**config.mk**
```make
export PLATFORM = sky130hd
export DESIGN_NAME = ethii_rx_parser
export DESIGN_NICKNAME = d
export VERILOG_FILES = /design/src/rtl/ethii_rx_parser.sv
export SDC_FILE = /design/constraint.sdc
export NUM_CORES = 1
export LEC_CHECK = 0
export ABC_AREA = 1
export ABC_CLOCK_PERIOD_IN_PS = 2650
export CAP_MARGIN = 20
export CELL_PAD_IN_SITES_DETAIL_PLACEMENT = 0
export CELL_PAD_IN_SITES_GLOBAL_PLACEMENT = 1
export CORE_MARGIN = 3
export CORE_UTILIZATION = 38
export CTS_CLUSTER_DIAMETER = 80
export DETAILED_ROUTE_END_ITERATION = 8
export GPL_ROUTABILITY_DRIVEN = 0
export GPL_TIMING_DRIVEN = 0
export PLACE_DENSITY = 0.78
export REMOVE_ABC_BUFFERS = 1
export SLEW_MARGIN = 20
export SYNTH_ARGS = -nofsm -noshare
export SYNTH_HDL_FRONTEND = slang
export SYNTH_SLANG_ARGS = --single-unit
```
**constraint.sdc**
```tcl
create_clock -name clk -period 2.65 [get_ports clk]
set_input_delay 0.53 -clock clk [delete_from_list [all_inputs] [get_ports clk]]
set_output_delay 0.53 -clock clk [all_outputs]
set_load 0.05 [all_outputs]
```
**src/rtl/ethii_rx_parser.sv**
```systemverilog
// Ethernet II receive deframer: strips the 14-byte header, presents it on a
// per-protocol header channel, realigns the payload to 32-bit boundaries and
// steers it to the ARP or IPv4 consumer by EtherType. Everything else is
// dropped and counted.
module ethii_rx_parser #(
    parameter logic [47:0] LOCAL_MAC     = 48'h0,
    parameter bit          MAC_FILTER_EN = 1'b1
) (
    input  logic        clk,
    input  logic        reset_n,

    input  logic [31:0] rx_tdata_i,
    input  logic        rx_tvld_i,
    input  logic        rx_tlast_i,
    input  logic [3:0]  rx_tkeep_i,
    output logic        rx_trdy_o,

    output logic [47:0] arp_mac_dest_o,
    output logic [47:0] arp_mac_src_o,
    output logic [15:0] arp_mac_type_o,
    output logic        arp_mac_vld_o,
    input  logic        arp_mac_rdy_i,
    output logic [31:0] arp_tdata_o,
    output logic        arp_tvld_o,
    output logic        arp_tlast_o,
    output logic [3:0]  arp_tkeep_o,
    input  logic        arp_trdy_i,

    output logic [47:0] ipv4_mac_dest_o,
    output logic [47:0] ipv4_mac_src_o,
    output logic [15:0] ipv4_mac_type_o,
    output logic        ipv4_mac_vld_o,
    input  logic        ipv4_mac_rdy_i,
    output logic [31:0] ipv4_tdata_o,
    output logic        ipv4_tvld_o,
    output logic        ipv4_tlast_o,
    output logic [3:0]  ipv4_tkeep_o,
    input  logic        ipv4_trdy_i,

    output logic [15:0] rx_drop_cnt_o
);

    typedef enum logic [2:0] {
        S_W0, S_W1, S_W2, S_W3, S_PAY, S_FLUSH, S_DROP
    } state_t;

    state_t      state, state_nx;

    // header fields gathered over W0..W2
    logic [47:0] dest_r;
    logic [47:0] src_r;

    // 16-bit holding register for realignment
    logic [15:0] held;
    logic [1:0]  held_keep;

    // shared payload output register; sel = 1 steers it to IPv4
    logic        sel;
    logic        out_vld;
    logic [31:0] out_data;
    logic [3:0]  out_keep;
    logic        out_last;

    // W3 reached the FLUSH state with the flush word already loaded
    logic        flush_loaded;

    logic [15:0] drop_cnt;

    // decoded control from the next-state process
    logic        trdy;
    logic        hdr_load;
    logic        hold_load;
    logic        out_load;
    logic [31:0] out_nd;
    logic [3:0]  out_nk;
    logic        out_nl;
    logic        drop_inc;
    logic        flush_set;
    logic        flush_clr;

    logic        sel_trdy;
    logic        out_free;
    logic        is_arp;
    logic        is_ipv4;
    logic        mac_ok;
    logic        w3_runt;
    logic        w3_accept;
    logic        tgt_busy;

    assign sel_trdy  = sel ? ipv4_trdy_i : arp_trdy_i;
    assign out_free  = !out_vld || sel_trdy;
    assign is_arp    = (rx_tdata_i[31:16] == 16'h0806);
    assign is_ipv4   = (rx_tdata_i[31:16] == 16'h0800);
    assign mac_ok    = !MAC_FILTER_EN || (dest_r == LOCAL_MAC) || (dest_r == '1);
    assign w3_runt   = rx_tlast_i && !rx_tkeep_i[1];
    assign w3_accept = !w3_runt && mac_ok && (is_arp || is_ipv4);
    assign tgt_busy  = is_arp ? arp_mac_vld_o : ipv4_mac_vld_o;

    // State register
    always_ff @(posedge clk or negedge reset_n) begin
        if (!reset_n) state <= S_W0;
        else          state <= state_nx;
    end

    // Next-state, input ready and datapath strobes
    always_comb begin
        state_nx  = state;
        trdy      = 1'b1;
        hdr_load  = 1'b0;
        hold_load = 1'b0;
        out_load  = 1'b0;
        out_nd    = '0;
        out_nk    = '0;
        out_nl    = 1'b0;
        drop_inc  = 1'b0;
        flush_set = 1'b0;
        flush_clr = 1'b0;
        case (state)
            S_W0, S_W1, S_W2: begin
                if (rx_tvld_i) begin
                    if (rx_tlast_i) begin
                        drop_inc = 1'b1;
                        state_nx = S_W0;
                    end else begin
                        state_nx = (state == S_W0) ? S_W1 :
                                   (state == S_W1) ? S_W2 : S_W3;
                    end
                end
            end
            S_W3: begin
                // An accepted frame needs a free header slot and must not
                // retarget the payload register while a word is still pending.
                if (w3_accept && (tgt_busy || !out_free)) trdy = 1'b0;
                if (rx_tvld_i && trdy) begin
                    if (w3_accept) begin
                        hdr_load = 1'b1;
                        if (rx_tlast_i) begin
                            out_load  = 1'b1;
                            out_nd    = {rx_tdata_i[15:0], 16'h0};
                            out_nk    = {rx_tkeep_i[1:0], 2'b00};
                            out_nl    = 1'b1;
                            flush_set = 1'b1;
                            state_nx  = S_FLUSH;
                        end else begin
                            hold_load = 1'b1;
                            state_nx  = S_PAY;
                        end
                    end else begin
                        drop_inc = 1'b1;
                        state_nx = rx_tlast_i ? S_W0 : S_DROP;
                    end
                end
            end
            S_PAY: begin
                trdy = out_free;
                if (rx_tvld_i && trdy) begin
                    out_load  = 1'b1;
                    out_nd    = {held, rx_tdata_i[31:16]};
                    out_nk    = {held_keep, rx_tkeep_i[3:2]};
                    out_nl    = rx_tlast_i && !rx_tkeep_i[1];
                    hold_load = 1'b1;
                    if (rx_tlast_i) state_nx = rx_tkeep_i[1] ? S_FLUSH : S_W0;
                end
            end
            S_FLUSH: begin
                trdy = 1'b0;
                if (flush_loaded) begin
                    flush_clr = 1'b1;
                    state_nx  = S_W0;
                end else if (out_free) begin
                    out_load = 1'b1;
                    out_nd   = {held, 16'h0};
                    out_nk   = {held_keep, 2'b00};
                    out_nl   = 1'b1;
                    state_nx = S_W0;
                end
            end
            S_DROP: begin
                if (rx_tvld_i && rx_tlast_i) state_nx = S_W0;
            end
            default: state_nx = S_W0;
        endcase
    end

    // Capture destination and source MAC from W0..W2
    always_ff @(posedge clk or negedge reset_n) begin
        if (!reset_n) begin
            dest_r <= '0;
            src_r  <= '0;
        end else if (rx_tvld_i && trdy) begin
            case (state)
                S_W0: dest_r[47:16] <= rx_tdata_i;
                S_W1: begin
                    dest_r[15:0]  <= rx_tdata_i[31:16];
                    src_r[47:32]  <= rx_tdata_i[15:0];
                end
                S_W2: src_r[31:0] <= rx_tdata_i;
                default: ;
            endcase
        end
    end

    // Per-protocol header registers and payload steering select
    always_ff @(posedge clk or negedge reset_n) begin
        if (!reset_n) begin
            arp_mac_dest_o  <= '0;
            arp_mac_src_o   <= '0;
            arp_mac_type_o  <= '0;
            arp_mac_vld_o   <= 1'b0;
            ipv4_mac_dest_o <= '0;
            ipv4_mac_src_o  <= '0;
            ipv4_mac_type_o <= '0;
            ipv4_mac_vld_o  <= 1'b0;
            sel             <= 1'b0;
        end else begin
            if (arp_mac_vld_o && arp_mac_rdy_i)   arp_mac_vld_o  <= 1'b0;
            if (ipv4_mac_vld_o && ipv4_mac_rdy_i) ipv4_mac_vld_o <= 1'b0;
            if (hdr_load) begin
                sel <= is_ipv4;
                if (is_arp) begin
                    arp_mac_dest_o <= dest_r;
                    arp_mac_src_o  <= src_r;
                    arp_mac_type_o <= rx_tdata_i[31:16];
                    arp_mac_vld_o  <= 1'b1;
                end else begin
                    ipv4_mac_dest_o <= dest_r;
                    ipv4_mac_src_o  <= src_r;
                    ipv4_mac_type_o <= rx_tdata_i[31:16];
                    ipv4_mac_vld_o  <= 1'b1;
                end
            end
        end
    end

    // Realignment holding register
    always_ff @(posedge clk or negedge reset_n) begin
        if (!reset_n) begin
            held      <= '0;
            held_keep <= '0;
        end else if (hold_load) begin
            held      <= rx_tdata_i[15:0];
            held_keep <= rx_tkeep_i[1:0];
        end
    end

    // Shared payload output register
    always_ff @(posedge clk or negedge reset_n) begin
        if (!reset_n) begin
            out_vld  <= 1'b0;
            out_data <= '0;
            out_keep <= '0;
            out_last <= 1'b0;
        end else if (out_load) begin
            out_vld  <= 1'b1;
            out_data <= out_nd;
            out_keep <= out_nk;
            out_last <= out_nl;
        end else if (out_vld && sel_trdy) begin
            out_vld  <= 1'b0;
        end
    end

    // Flush-word-already-loaded flag for the W3 -> FLUSH path
    always_ff @(posedge clk or negedge reset_n) begin
        if (!reset_n)       flush_loaded <= 1'b0;
        else if (flush_set) flush_loaded <= 1'b1;
        else if (flush_clr) flush_loaded <= 1'b0;
    end

    // Saturating dropped-frame counter
    always_ff @(posedge clk or negedge reset_n) begin
        if (!reset_n)                         drop_cnt <= '0;
        else if (drop_inc && drop_cnt != '1)  drop_cnt <= drop_cnt + 16'd1;
    end

    assign rx_trdy_o     = trdy;
    assign rx_drop_cnt_o = drop_cnt;

    assign arp_tvld_o    = out_vld && !sel;
    assign arp_tdata_o   = sel ? '0 : out_data;
    assign arp_tkeep_o   = sel ? '0 : out_keep;
    assign arp_tlast_o   = !sel && out_last;

    assign ipv4_tvld_o   = out_vld && sel;
    assign ipv4_tdata_o  = sel ? out_data : '0;
    assign ipv4_tkeep_o  = sel ? out_keep : '0;
    assign ipv4_tlast_o  = sel && out_last;

endmodule
```
Word-level counts from Yosys, hierarchy flattened
Cells that the tools add are included.
Storage, ports and cells
  output and inout port bits: 319
  flip-flop bits (word level): 399
  input port bits: 44
  word-level logic and storage cells: 147
Operators by class
  multiplexer cells: 71
  reduce and logical (&&, ||, !) cells: 36
  equality and inequality tests: 16
  bitwise gates (word level): 1
  $add $sub $neg: 1
Operators by type and width (number)
  32-bit two-way mux: 8
  32-bit case mux with 3 select lines: 1
  48-bit equality test, second input constant: 1
  48-bit zero test: 1
  1-bit two-way mux: 35
  16-bit by 12-bit equality test with 1-bit output, second input constant: 2
  4-bit two-way mux: 8
  3-bit two-way mux: 10
  16-bit by 1-bit adder with 16-bit output, second input constant: 1
  1-bit logical AND: 16
  16-bit inequality test, second input constant: 1
  3-bit case mux with 5 select lines: 1
  4-bit case mux with 3 select lines: 1
  2-bit inequality test, second input constant: 5
  2-bit AND reduction: 5
  3-bit equality test, second input constant: 3
  1-bit case mux with 3 select lines: 3
  3-bit by 2-bit equality test with 1-bit output, second input constant: 2
  6-bit AND reduction: 1
  1-bit zero test: 5
  1-bit logical OR: 4
  2-bit two-way mux: 2
  1-bit case mux with 2 select lines: 2
  2-bit nonzero test: 2
  other kinds (5): 5

Logic depth before layout (Yosys ltp)
  word-level depth: 12
  depth in mapped cells: 15
  gate-level depth less buffers: 13

Worst setup path before layout
Ideal clock, no wire load.
  path kind: register -> output
  start: register state[1]
  end: output port rx_trdy_o
  cell stages (with the launch flop): 5
  data required time: 2.120 ns
  path buffers: 1
  arrival time: 1.873 ns
  setup slack: 0.247 ns
  cell sequence: dfrtp_1 buf_2 nand2_1 nor2_2 o31ai_1
On the way
  longest elaborated chain between the ends: 2
  elaborated cells between the ends (all ways): 4
  classes of those cells: eq/ne: 3; mux: 1
Ends and longest elaborated chain
  start, declared: line 47  | state_t state, state_nx;
  start signal, assigned: line 102  | else state <= state_nx;
  3-bit equality test / 3-bit by 2-bit equality test with 1-bit output (equally long branches): line 118  | case (state)
  1-bit case mux with 3 select lines *: line 118
  end, declared: line 16  | output logic rx_trdy_o,
Every way passes the cells marked *; elsewhere a longest branch is shown, timed or not.

Worst setup path in the final report
  start: input port rx_tdata_i[28]
  end: output port rx_trdy_o
On the way
  longest elaborated chain between the ends: 7
  elaborated cells between the ends (all ways): 10
  classes of those cells: eq/ne: 2; mux: 4; reduce/logical: 4
Ends and longest elaborated chain
  start, declared: line 12  | input logic [31:0] rx_tdata_i,
  16-bit by 12-bit equality test with 1-bit output (on tied branches): line 92, 93
  1-bit two-way mux / 1-bit logical OR (equally long branches): line 97, 96
  1-bit logical OR / 1-bit logical AND (equally long branches): line 133, 96
  1-bit logical AND *: line 133  | if (w3_accept && (tgt_busy || !out_free)) trdy = 1'b0;
  1-bit two-way mux *: line 133
  1-bit two-way mux *: line 118
  1-bit case mux with 3 select lines *: line 118
Every way passes the cells marked *; elsewhere a longest branch is shown, timed or not. The select of a mux whose other input is x is not followed.

==> out/qor.yml <==
clocking:
  clk_latency_ps: 560
  clock-sinks: 399
  clk_pin_slew_ps: 60
  cts_root_buffer: "clkbuf_16"
  htreeDepth: 2
  cts_buffer_depth: 3
  cts_tree: "built"
  cts_buffers: 44
setup_path:
  critPathCaptureType: "primary output"
  rr_startpoint: "dest_r[17]"
  crit_arrival_ps: 2220
  crit_required_ps: 2120
  start_kind: "primary input"
  crit_type: "primary input to primary output"
  crit_fanout: 3
  reg2reg_slack_ps: -10
  timing.rr.end: "ipv4_mac_dest_o[23]"
  reg2reg_depth: 14
status:
  violations: "setup timing"
  status: "finished with violations"
floorplanning:
  ioPinCount: 363
  die_h_um: 213
  rows: 75
  initial_core_util_pct: 38.7
  fp.dieArea_mm2: 0.0454
  die_w_um: 213
  core_mm2: 0.0421
timing:
  fmax_ghz: 0.364
  period_share_pct: 104
  relSlewSlack_pct: 47.8
  holdWs_ps: 448
  rsz0062_at_grt: "true"
  fin_crit_ps: 2750
  fin_skew_ps: 18.3
  setup_tns_ps: -1070
  setup_ws_ps: -99.4
  setup_viol: 37
  maxSlewViolCount: 0
  tightest_slew_ps: 783
  finalHoldViolations: 0
logic_synthesis:
  synth-seq-cells: 399
  yosysSeqAreaShare_pct: 61.2
  syn-mean-instance-area_um2: 8.61
  synth.distinct_cells: 30
  netlist_area_mm2: 0.0163
  yosysWarnings: 0
  syn_inst: 1894
routing:
  vias: 13400
  viasPerCell: 4.74
  drt_first_pass_iters: 6
  avgRoutedWirePerCell_um: 17.0
  route.detailed.drc: 0
  drt_iter0_markers: 916
  wirelength_um: 47900
  final_antenna_net_count: 0
global_routing:
  grtUsageTotal_pct: 21.0
  antenna_found_initial: 0
  grt_max_degree: 98
  overflow: 0
  grt_pass1_wl_um: 74700
  first_global_vias: 13100
layout:
  syn2layout_area_growth_pct: 36.7
  mostFrequentLayoutCells: "nand2_1 (757), dfrtp_1 (397), clkdlybuf4s50_1 (282)"
  final_common_cell: "nand2_1"
  postLayoutCoreUtil_pct: 52.9
  drive_above_1_share_pct: 7.10
  fin_nets: 2297
  fillers: 3965
place:
  numPortBuffers: 362
  post-dp-hpwl_um: 32000
hold_path:
  hold_class: "primary input to asynchronous set/reset pin"
power:
  peakVddDrop_mv: 0.525
  p_leak_nw: 11.9
  power_density_mw_per_mm2: 803
run:
  drv_cap: 0
[kinds of logic (layout without fill, tap and decap cells)]
logic type,count (synthesis),after routing,synth area share (%)
compound gates,130,130,4.07
xor+xnor,13,13,0.698
fa+ha+maj,1,1,0.0767
buf+inv,264,650,7.00
flops,399,399,61.2
other cells,0,1,0
simple gates,1087,1089,26.9
[synth_stat cells]
cell,n,area [µm²]
a21oi_1,3,15.0
buf_1,4,15.0
buf_2,27,135
buf_4,11,82.6
buf_6,10,113
clkbuf_1,43,161
dfrtp_1,399,9980
ha_1,1,12.5
inv_1,162,608
inv_2,7,26.3
nand2_1,763,2860
nand2_2,2,12.5
nand2_4,1,11.3
nand3_1,149,746
nand3_2,4,40.0
nand4_1,11,68.8
nor2_1,132,495
nor2_2,6,37.5
nor2_4,2,22.5
nor3_1,10,50.1
nor4_1,3,18.8
o2111ai_1,1,8.76
o211ai_1,1,7.51
o21ai_0,119,596
o21ai_1,4,20.0
o311a_1,1,10.0
o31ai_1,1,7.51
or2_2,4,25.0
xnor2_1,4,35.0
xor2_1,9,78.8
[worst max-delay path, cell delays in order]
cell             delay (ps)
clkdlybuf4s50_1         430
nor2_1                  160
nand3_2                 160
nor2_2                  200
nand3_2                 110
nand3_4                 120
nand3_2                 100
a21oi_2                 150
o31ai_2                  90
buf_6                   170
[report_power, final]
| part | switching (W) | internal, W |
|---|---|---|
| Combinational | 0.00249 | 0.00121 |
| Clock | 0.00241 | 0.00368 |
| Sequential | 0.000957 | 0.00717 |
| Total | 0.00586 | 0.0121 |
[layout make-up]
cell class | instances | area, µm² | area share, %
clock buffer | 67 | 1270 | 5.69
multi-input combinational | 1233 | 5380 | 24.1
antenna | 1 | 2.50 | 0.0112
sequential | 399 | 9990 | 44.8
inverter | 169 | 667 | 2.99
timing repair buffer | 405 | 4150 | 18.6
tap | 539 | 674 | 3.03
clock inverter | 9 | 164 | 0.735
[per-layer routing]
layer | vias up | global-route usage, % | wire length [µm] | part of all wire, %
met1 | 6390 | 28.1 | 21500 | 45
met3 | 60 | 4.28 | 2960 | 6.2
met2 | 360 | 34.8 | 22400 | 47
li1 | 6574 | - | - | -
met5 | - | 0 | 0 | 0
met4 | 0 | 5.86 | 1030 | 2.1
[timing repair]
action,4_1_cts,5_1_grt
hold buffers,1,0
setup endpoints to repair,330,214
cloned,2,0
gates resized for setup,125,7
setup buffers,13,3
pin swaps,14,10
endpoints found under the hold margin,37,0
[how the worst max path moves through the flow]
stage	endpoint	start	slack [ps]	cells past startpoint
4_1_cts	rx_trdy_o	dest_r[21]	-130	11
5_1_grt	rx_trdy_o	dest_r[17]	-230	11
6_report	rx_trdy_o	rx_tdata_i[28]	-100	10
3_3_place_gp	ipv4_mac_dest_o[24]	reset_n	-16650	1
3_5_place_dp	arp_mac_dest_o[37]	rx_tdata_i[30]	-1470	10
2_1_floorplan	arp_mac_dest_o[0]	rx_tdata_i[30]	-1530	8
[per-stage QoR]
| stage | power [W] | setup slack [ps] | instance area (µm²) | cells |
|---|---|---|---|---|
| 2_1_floorplan | 0.0105 | -1530 | 15800 | 1799 |
| 3_3_place_gp | 0.0119 | -16650 | 20100 | 2700 |
| 3_5_place_dp | 0.0120 | -1470 | 20600 | 2726 |
| 4_1_cts | 0.0181 | -129 | 22200 | 2818 |
| 5_1_grt | 0.0189 | -232 | 22300 | 2821 |
| 6_report | 0.0179 | -99.4 | 22300 | 2822 |
[flip-flops by register name (all words and copies together) (netlist names)]
name	flops
sel	1
arp_mac_dest_o	48
ipv4_mac_src_o	48
state	3
ipv4_mac_vld_o	1
arp_mac_type_o	16
rx_drop_cnt_o	16
out_last	1
arp_mac_vld_o	1
ipv4_mac_dest_o	48
src_r	48
out_vld	1
ipv4_mac_type_o	16
out_data	32
held_keep	2
arp_mac_src_o	48
held	16
out_keep	4
dest_r	48
flush_loaded	1
(Power assumes the default switching activity.)
